**src/rtl/rv32_bht_predictor.sv**
```systemverilog
// Dynamic branch predictor: saturating-counter table, optional gshare indexing.
// Latency: one cycle from pred_valid_i to the registered pred_* outputs.
// Backpressure: none. A lookup and an update are accepted on every cycle.
//
// Ports:
//   clk_i, rst_n            clock (posedge) and asynchronous active-low reset
//   pred_valid_i            lookup request: pred_pc_i, pred_imm_i and the
//                           pred_is_branch_i / pred_is_jal_i flags
//   pred_valid_o            registered response, valid for one cycle per request:
//                           pred_taken_o, pred_target_o, pred_index_o, pred_ghr_o
//   upd_valid_i             resolved branch: upd_index_i, upd_taken_i,
//                           upd_mispredict_i, upd_ghr_i
//   mispred_cnt_o           saturating count of mispredicted updates
module rv32_bht_predictor #(
    parameter int ENTRIES = 64,
    parameter int CTR_W   = 2,
    parameter int GHR_W   = 0,
    localparam int IDX_W  = $clog2(ENTRIES),
    localparam int GW     = (GHR_W > 0) ? GHR_W : 1
) (
    input  logic             clk_i,
    input  logic             rst_n,
    input  logic             pred_valid_i,
    input  logic [31:0]      pred_pc_i,
    input  logic [31:0]      pred_imm_i,
    input  logic             pred_is_branch_i,
    input  logic             pred_is_jal_i,
    output logic             pred_valid_o,
    output logic             pred_taken_o,
    output logic [31:0]      pred_target_o,
    output logic [IDX_W-1:0] pred_index_o,
    output logic [GW-1:0]    pred_ghr_o,
    input  logic             upd_valid_i,
    input  logic [IDX_W-1:0] upd_index_i,
    input  logic             upd_taken_i,
    input  logic             upd_mispredict_i,
    input  logic [GW-1:0]    upd_ghr_i,
    output logic [31:0]      mispred_cnt_o
);

    // Counters start weakly not-taken.
    localparam logic [CTR_W-1:0] CTR_RST = CTR_W'((1 << (CTR_W - 1)) - 1);
    localparam logic [CTR_W-1:0] CTR_MAX = '1;

    logic [CTR_W-1:0] ctr_q [ENTRIES];
    logic [GW-1:0]    ghr_q;
    logic [IDX_W-1:0] ghr_ext;
    logic [IDX_W-1:0] lk_idx;
    logic [CTR_W-1:0] lk_ctr;
    logic             lk_taken;
    logic [31:0]      lk_target;

    // Lookup path. The table is read before this cycle's update lands, so a
    // same-cycle lookup of the index being trained sees the old counter.
    assign lk_idx    = pred_pc_i[IDX_W+1:2] ^ ghr_ext;
    assign lk_ctr    = ctr_q[lk_idx];
    assign lk_taken  = pred_is_jal_i | (pred_is_branch_i & lk_ctr[CTR_W-1]);
    assign lk_target = lk_taken ? (pred_pc_i + pred_imm_i) : (pred_pc_i + 32'd4);

    // Global history. Absent in bimodal mode: it reads as zero and leaves the
    // index untouched.
    generate
        if (GHR_W == 0) begin : g_bimodal
            assign ghr_q   = '0;
            assign ghr_ext = '0;
        end else begin : g_gshare
            logic [GHR_W-1:0] spec_nxt;
            logic [GHR_W-1:0] fix_nxt;

            if (GHR_W == 1) begin : g_w1
                assign spec_nxt = lk_taken;
                assign fix_nxt  = upd_taken_i;
            end else begin : g_wn
                assign spec_nxt = {ghr_q[GHR_W-2:0], lk_taken};
                assign fix_nxt  = {upd_ghr_i[GHR_W-2:0], upd_taken_i};
            end

            // The repair rebuilds history from the resolved branch's snapshot.
            // It therefore wins over any younger speculative shift in the same
            // cycle.
            always_ff @(posedge clk_i or negedge rst_n) begin
                if (!rst_n) begin
                    ghr_q <= '0;
                end else if (upd_valid_i && upd_mispredict_i) begin
                    ghr_q <= fix_nxt;
                end else if (pred_valid_i && pred_is_branch_i) begin
                    ghr_q <= spec_nxt;
                end
            end

            assign ghr_ext = IDX_W'(ghr_q);
        end
    endgenerate

    // Counter training. The mispredict flag plays no part in the arithmetic.
    always_ff @(posedge clk_i or negedge rst_n) begin
        if (!rst_n) begin
            for (int i = 0; i < ENTRIES; i++) begin
                ctr_q[i] <= CTR_RST;
            end
        end else if (upd_valid_i) begin
            if (upd_taken_i) begin
                if (ctr_q[upd_index_i] != CTR_MAX) begin
                    ctr_q[upd_index_i] <= ctr_q[upd_index_i] + CTR_W'(1);
                end
            end else if (ctr_q[upd_index_i] != '0) begin
                ctr_q[upd_index_i] <= ctr_q[upd_index_i] - CTR_W'(1);
            end
        end
    end

    // Registered prediction. The payload holds between requests.
    always_ff @(posedge clk_i or negedge rst_n) begin
        if (!rst_n) begin
            pred_valid_o  <= 1'b0;
            pred_taken_o  <= 1'b0;
            pred_target_o <= '0;
            pred_index_o  <= '0;
            pred_ghr_o    <= '0;
        end else begin
            pred_valid_o <= pred_valid_i;
            if (pred_valid_i) begin
                pred_taken_o  <= lk_taken;
                pred_target_o <= lk_target;
                pred_index_o  <= lk_idx;
                pred_ghr_o    <= ghr_q;
            end
        end
    end

    always_ff @(posedge clk_i or negedge rst_n) begin
        if (!rst_n) begin
            mispred_cnt_o <= '0;
        end else if (upd_valid_i && upd_mispredict_i && (mispred_cnt_o != 32'hFFFF_FFFF)) begin
            mispred_cnt_o <= mispred_cnt_o + 32'd1;
        end
    end

    // Only the counter MSB steers direction. The snapshot MSB is shifted out
    // on repair, and the snapshot is unused entirely in bimodal mode.
    logic unused_bits;
    assign unused_bits = ^{upd_ghr_i, lk_ctr};

endmodule

```
**config.mk**
```make
export PLATFORM = sky130hd
export DESIGN_NAME = rv32_bht_predictor
export DESIGN_NICKNAME = d
export VERILOG_FILES = /design/src/rtl/rv32_bht_predictor.sv
export SDC_FILE = /design/constraint.sdc
export NUM_CORES = 1
export LEC_CHECK = 0
export CORE_MARGIN = 8
export CORE_UTILIZATION = 40
export DETAILED_ROUTE_END_ITERATION = 12
export PLACE_DENSITY = 0.63
export SETUP_SLACK_MARGIN = 0.4
export SYNTH_ARGS = -nofsm -noshare
export SYNTH_HDL_FRONTEND = slang
export SYNTH_SLANG_ARGS = --single-unit
```
**constraint.sdc**
```tcl
create_clock -name clk_i -period 4 [get_ports clk_i]
set_input_delay 1 -clock clk_i [delete_from_list [all_inputs] [get_ports clk_i]]
set_output_delay 1 -clock clk_i [all_outputs]
set_load 0.01 [all_outputs]
```
After elaboration in Yosys (flattened, before gate mapping)
Index checks and enable logic that the tools add are counted.

word-level totals
  flip-flop bits (word level) = 200
  input port bits = 79
  output and inout port bits = 73
  logic and storage cells = 104

operators by class
  $add $sub $neg = 5
  magnitude comparators = 3
  equality and inequality tests = 3
  muxes and demuxes = 14
  bitwise gates (word level) = 4
  reductions and logical operators = 6

operator list
  kind                                                         count
  two-way mux 128 bit                                          3
  bitwise mux 128 bit                                          2
  adder 32 x 1 -> 32 bit (second input constant)               1
  adder 32 x 3 -> 32 bit (second input constant)               1
  adder 32 bit                                                 1
  two-way mux 32 bit                                           1
  != test 32 bit (second input constant)                       1
  binary-select mux 2 bit (select 6 bit)                       2
  greater-or-equal comparator 7 bit (second input constant)    2
  inverter 6 -> 7 bit                                          2
  demux 2 bit (select 6 bit)                                   1
  two-way mux 2 bit                                            5
  less-than comparator 7 x 1 -> 1 bit (second input constant)  1
  nonzero test 2 bit                                           2
  logical AND 1 bit                                            3
  AND reduction 3 bit                                          1
  adder 2 x 1 -> 2 bit (second input constant)                 1
  != test 2 x 1 -> 1 bit (second input constant)               1
  != test 2 bit (second input constant)                        1
  subtractor 2 x 1 -> 2 bit (second input constant)            1
  AND 1 bit                                                    1
  bitwise OR 1 bit                                             1

Depth between registers and ports, before layout
  depth in word-level cells = 8
  depth in mapped cells = 18
  depth with buffers taken out = 14

Worst setup path before layout
Ideal clock, no wire load.

  path kind = input port to flip-flop
  start = input port upd_index_i[0]
  end = register ctr_q[101] in the netlist's numbering
  setup time = 0.130 ns
  arrival = 3.998 ns
  required time = 3.870 ns
  path slack = -0.128 ns
  stages on the path = 15
  path buffers = 5
  path through = buf_2 > nand2_1 > or2_1 > clkbuf_1 > o22ai_1 > or4_1 > a22oi_1 > nand4_1 > inv_1 > clkbuf_1 > clkbuf_1 > ha_1 > xor2_1 > clkbuf_1 > o21ai_0

on the way
  cells in the longest elaborated chain, start to end = 8
  elaborated cells on any way between the ends = 21
  classes of those cells = 2 x add/sub; 2 x order compare; 2 x eq/ne; 10 x mux; 1 x bitwise; 4 x reduce/logical

ends and longest elaborated chain
  item                                                                                 line      source
  start: declaration                                                                   34        input logic [IDX_W-1:0] upd_index_i,
  inverter 6 -> 7 bit (not written as such) (*)                                        -
  binary-select mux 2 bit (select 6 bit) (tied with other cells)                       -
  two-way mux 2 bit (not written as such) / logical AND 1 bit (equally long branches)  -
  two-way mux 2 bit, on equally long branches                                          -
  subtractor 2 x 1 -> 2 bit (tied with other cells)                                    107       ctr_q[upd_index_i] <= ctr_q[upd_index_i] - CTR_W'(1);
  bitwise mux 128 bit, on equally long branches                                        107, 104
  two-way mux 128 bit, on equally long branches                                        106, 103
  two-way mux 128 bit                                                                  102       if (upd_taken_i) begin
  end signal: indexed assignment                                                       104       ctr_q[upd_index_i] <= ctr_q[upd_index_i] + CTR_W'(1);
  end signal: indexed assignment                                                       107
  end: declaration                                                                     45        logic [CTR_W-1:0] ctr_q [ENTRIES];

Every way passes the cells marked *; elsewhere a longest branch is shown, timed or not. The select of a mux whose other input is x is not followed.
A chain may end at the register's enable or synchronous reset.

Worst setup path after layout
  start = input port upd_index_i[0]
  end = register ctr_q[33] in the netlist's numbering

The elaborated chain is that of the path after synthesis.

==> results.txt <==
----------------------------------------------------
[Route]
  Detailed-route vias per instance ... 5.60
  Via count ... 10,500
  DR DRC count ... 0
  Post-detailed-route wirelength per cell ... 20.0 µm
  WL final ... 37,600 µm
  Starting DRT DRC Count ... 679
  Final antenna-violating net count ... 0
  First-pass iteration count of the detailed router ... 5

[Yosys]
  Synth Net Count ... 1,343
  Cell with the most instances after synthesis ... sky130_fd_sc_hd__nand2_1
  Post-synthesis async set-or-reset flop share ... 1.00
  Count of mapped cells out of synthesis ... between 1,000 and 1,500
  Avg Synthesized Cell Area ... 9.25 µm²
  Cell accounting for the most synthesized area ... sky130_fd_sc_hd__dfrtp_1
  Most frequently used flop master after synthesis ... sky130_fd_sc_hd__dfrtp_1
  Synth area leaders ... sky130_fd_sc_hd__dfrtp_1 30%, sky130_fd_sc_hd__dfstp_2 15%, sky130_fd_sc_hd__nand2_1 8.3%
  Most common library cells after synthesis ... 251 x sky130_fd_sc_hd__nand2_1, 152 x sky130_fd_sc_hd__o21ai_0, 136 x sky130_fd_sc_hd__dfrtp_1, 72 x sky130_fd_sc_hd__nor2_1, 64 x sky130_fd_sc_hd__dfstp_2
  Combined area of all synthesized cells ... 11,400 µm²
  Sequential share of the synthesized area ... 0.447
  Post-synth EDFFs ... 0
  Total number of yosys warnings ... 0
  Synth top area share ... 0.299
  Number of unique standard cell types used by synthesis ... between 60 and 70
  Register bit count reported by yosys ... 200

[STA]
  Final worst clock skew ... between 0.015 and 0.02 ns
  Final setup violation count ... 0
  Slew headroom ... 0.425
  Highest attainable clock frequency ... about 270 MHz
  Setup repair after global routing missed its margin ... true
  Tmin final ... approximately 3.7 ns
  Number of hold-slack violations in the final timing report ... 0
  Period Utilization, post-route ... 0.918
  Final count of pins violating max slew ... 0
  Transition time of the tightest slew-check pin ... 0.863 ns
  WHS ... 0.462 ns

[Die]
  Die span in y ... 185 µm
  Area of the die ... roughly 34,000 µm²
  Starting utilization of the core area ... 0.408
  Core region area ... 27,900 µm²
  Top-level I/O count ... approximately 150
  Die width ... 185 µm
  Standard-cell row count ... 61

[Setup path]
  Type of element launching the critical path ... primary input
  Slack of the worst reg-to-reg path ... 0.97 ns
  Crit path DAT ... 3.99 ns
  Type of the worst setup path ... primary input to register
  Endpoint type of the worst setup path ... register
  Worst Path Max Fanout ... 8
  Required time of the worst setup path ... 4.32 ns
  RR Endpoint ... ctr_q[33]$_DFFE_PN0P_
  Depth of the most critical reg-to-reg path ... 12

[Global route]
  All-Layer GR Usage ... 0.216
  Via count of the first global-routing pass ... around 10,000
  Total global routing overflow ... 0
  Global-route wire length before repair ... around 58,000 µm
  Largest net degree at the start of global routing ... 98
  Number of antenna violations at the first check in global routing ... 1

[Finish]
  Footprint of the multi-input gates ... 7220 µm²
  Syn-to-layout area delta ... 43.8%
  Share of cells above drive strength 1 ... 0.328
  Sequential cell area ... 5080 µm²
  Fill cells ... 2,360
  Antenna cells ... 0
  Total number of nets in the final design ... 1,604
  Finished Core Util ... 0.587

[Worst hold path]
  Worst hold path cell count ... 2
  Worst hold path type ... register to register

[Clocking]
  Clock tree from TritonCTS ... yes
  Clock insertion delay at the later pin of the skew report ... 0.44 ns
  Clock transition at the registers of the reported paths ... 0.08 ns
  Depth of the CTS H-tree ... 4
  CTS buffer count ... 17
  Clock tree sinks ... 200
  Longest Clk Path Bufs ... 2
  Library cell used as clock root buffer ... sky130_fd_sc_hd__clkbuf_16

[Power]
  Cell Pwr Density ... ~380 nW/µm²
  Static Leakage ... 0.00709 µW
  IR Drop Worst-Case VDD ... 0.278 mV

[Flow run]
  Max-cap violations ... 0

[Place]
  DP HPWL ... 27,200 µm
  Global placer's final weighted congestion ... 0.890
  Number of port buffers ... about 150

[Status]
  Status ... complete, no violations

----------------------------------------------------
==> report_power, final <==
part           switching [µW]  internal [µW]
registers                 285           2400
logic                     919            870
clock network             856            926
==> cells by family after synthesis <==
kind of cell	Yosys count	synth area share
AOI/OAI and AO/OA	330	0.174
xor gates and xnor gates	84	0.0647
adders and majority gates	36	0.0403
buffers and inverters	69	0.0279
DFF	200	0.447
muxes	45	0.0629
other	1	0.000330
and+or+nand+nor	463	0.183
==> worst max-delay path, stage by stage <==
cell and delay (ns):
sky130_fd_sc_hd__buf_6 0.09, sky130_fd_sc_hd__buf_6 0.12, sky130_fd_sc_hd__buf_6 0.13, sky130_fd_sc_hd__nand2_2 0.07, sky130_fd_sc_hd__or2_4 0.21, sky130_fd_sc_hd__o22ai_1 0.14
sky130_fd_sc_hd__or4_4 0.58, sky130_fd_sc_hd__a22oi_2 0.27, sky130_fd_sc_hd__nand4_1 0.17, sky130_fd_sc_hd__ha_2 0.24, sky130_fd_sc_hd__mux2i_4 0.22, sky130_fd_sc_hd__nand2_8 0.15
sky130_fd_sc_hd__nor2_4 0.17, sky130_fd_sc_hd__buf_12 0.20, sky130_fd_sc_hd__nand2_8 0.08, sky130_fd_sc_hd__nand2_2 0.07, sky130_fd_sc_hd__o21ai_1 0.07
==> cell type report <==
cell class                 count  share of cell area
tap                          378              0.0289
clock inverter                13             0.00911
inverter                      17             0.00391
sequential                   200               0.311
multi-input combinational    959               0.442
timing repair buffer         294               0.177
clock buffer                  19              0.0278
==> cells in the final DEF, fill, tap and decap left out, types with 19 or more instances in the layout <==
cell type	instances
sky130_fd_sc_hd__a21oi_1	40
sky130_fd_sc_hd__a22oi_1	28
sky130_fd_sc_hd__and3_1	21
sky130_fd_sc_hd__buf_4	101
sky130_fd_sc_hd__buf_6	24
sky130_fd_sc_hd__clkdlybuf4s50_1	139
sky130_fd_sc_hd__dfrtp_1	136
sky130_fd_sc_hd__dfstp_2	64
sky130_fd_sc_hd__ha_1	31
sky130_fd_sc_hd__mux4_2	19
sky130_fd_sc_hd__nand2_1	124
sky130_fd_sc_hd__nand2_2	61
sky130_fd_sc_hd__nand2_4	48
sky130_fd_sc_hd__nand3_1	37
sky130_fd_sc_hd__nand4_1	23
sky130_fd_sc_hd__nor2_1	61
sky130_fd_sc_hd__o21ai_0	26
sky130_fd_sc_hd__o21ai_1	110
sky130_fd_sc_hd__o21ai_2	20
sky130_fd_sc_hd__o22ai_1	30
sky130_fd_sc_hd__xnor2_1	52
sky130_fd_sc_hd__xor2_1	30
==> per-stage QoR <==
| stage | power, µW | setup slack, ns | cell area [µm²] | cells | TNS (ns) |
|---|---|---|---|---|---|
| floorplan | 3460 | 0.377 | 11500 | 1228 | 0 |
| global placement | 4200 | -0.683 | 14300 | 1830 | -80.89 |
| detailed placement | 4240 | -0.782 | 14300 | 1830 | -92.12 |
| CTS | 6090 | 0.404 | 15300 | 1876 | 0 |
| global route | 6560 | 0.250 | 16300 | 1880 | 0 |
| finish | 6260 | 0.326 | 16300 | 1880 | 0 |
==> routing by layer <==
metal,up-vias,part of all wire,GRT usage
met5,-,0.00035,0
met4,2,0.029,0.0736
met3,87,0.071,0.0408
met2,366,0.46,0.346
met1,5113,0.44,0.289
li1,4959,-,-
==> what timing repair did <==
item	4_1_cts	5_1_grt
buffers inserted	14	4
pin swaps	23	124
endpoints found under the setup margin	153	140
gates resized for setup	118	365
hold buffers	0	0
==> worst max path at each step <==
stage	slack, ns	endpoint	startpoint
4_1_cts	0.40	ctr_q[89]$_DFFE_PN0P_	upd_index_i[0]
5_1_grt	0.25	ctr_q[113]$_DFFE_PN0P_	upd_index_i[0]
6_report	0.33	ctr_q[33]$_DFFE_PN0P_	upd_index_i[0]
3_5_place_dp	-0.78	ctr_q[49]$_DFFE_PN0P_	upd_index_i[2]
3_3_place_gp	-0.68	ctr_q[85]$_DFFE_PN0P_	upd_index_i[2]
2_1_floorplan	0.38	ctr_q[103]$_DFFE_PN0P_	upd_index_i[2]
Note: power is estimated with default switching activity, not from simulation.
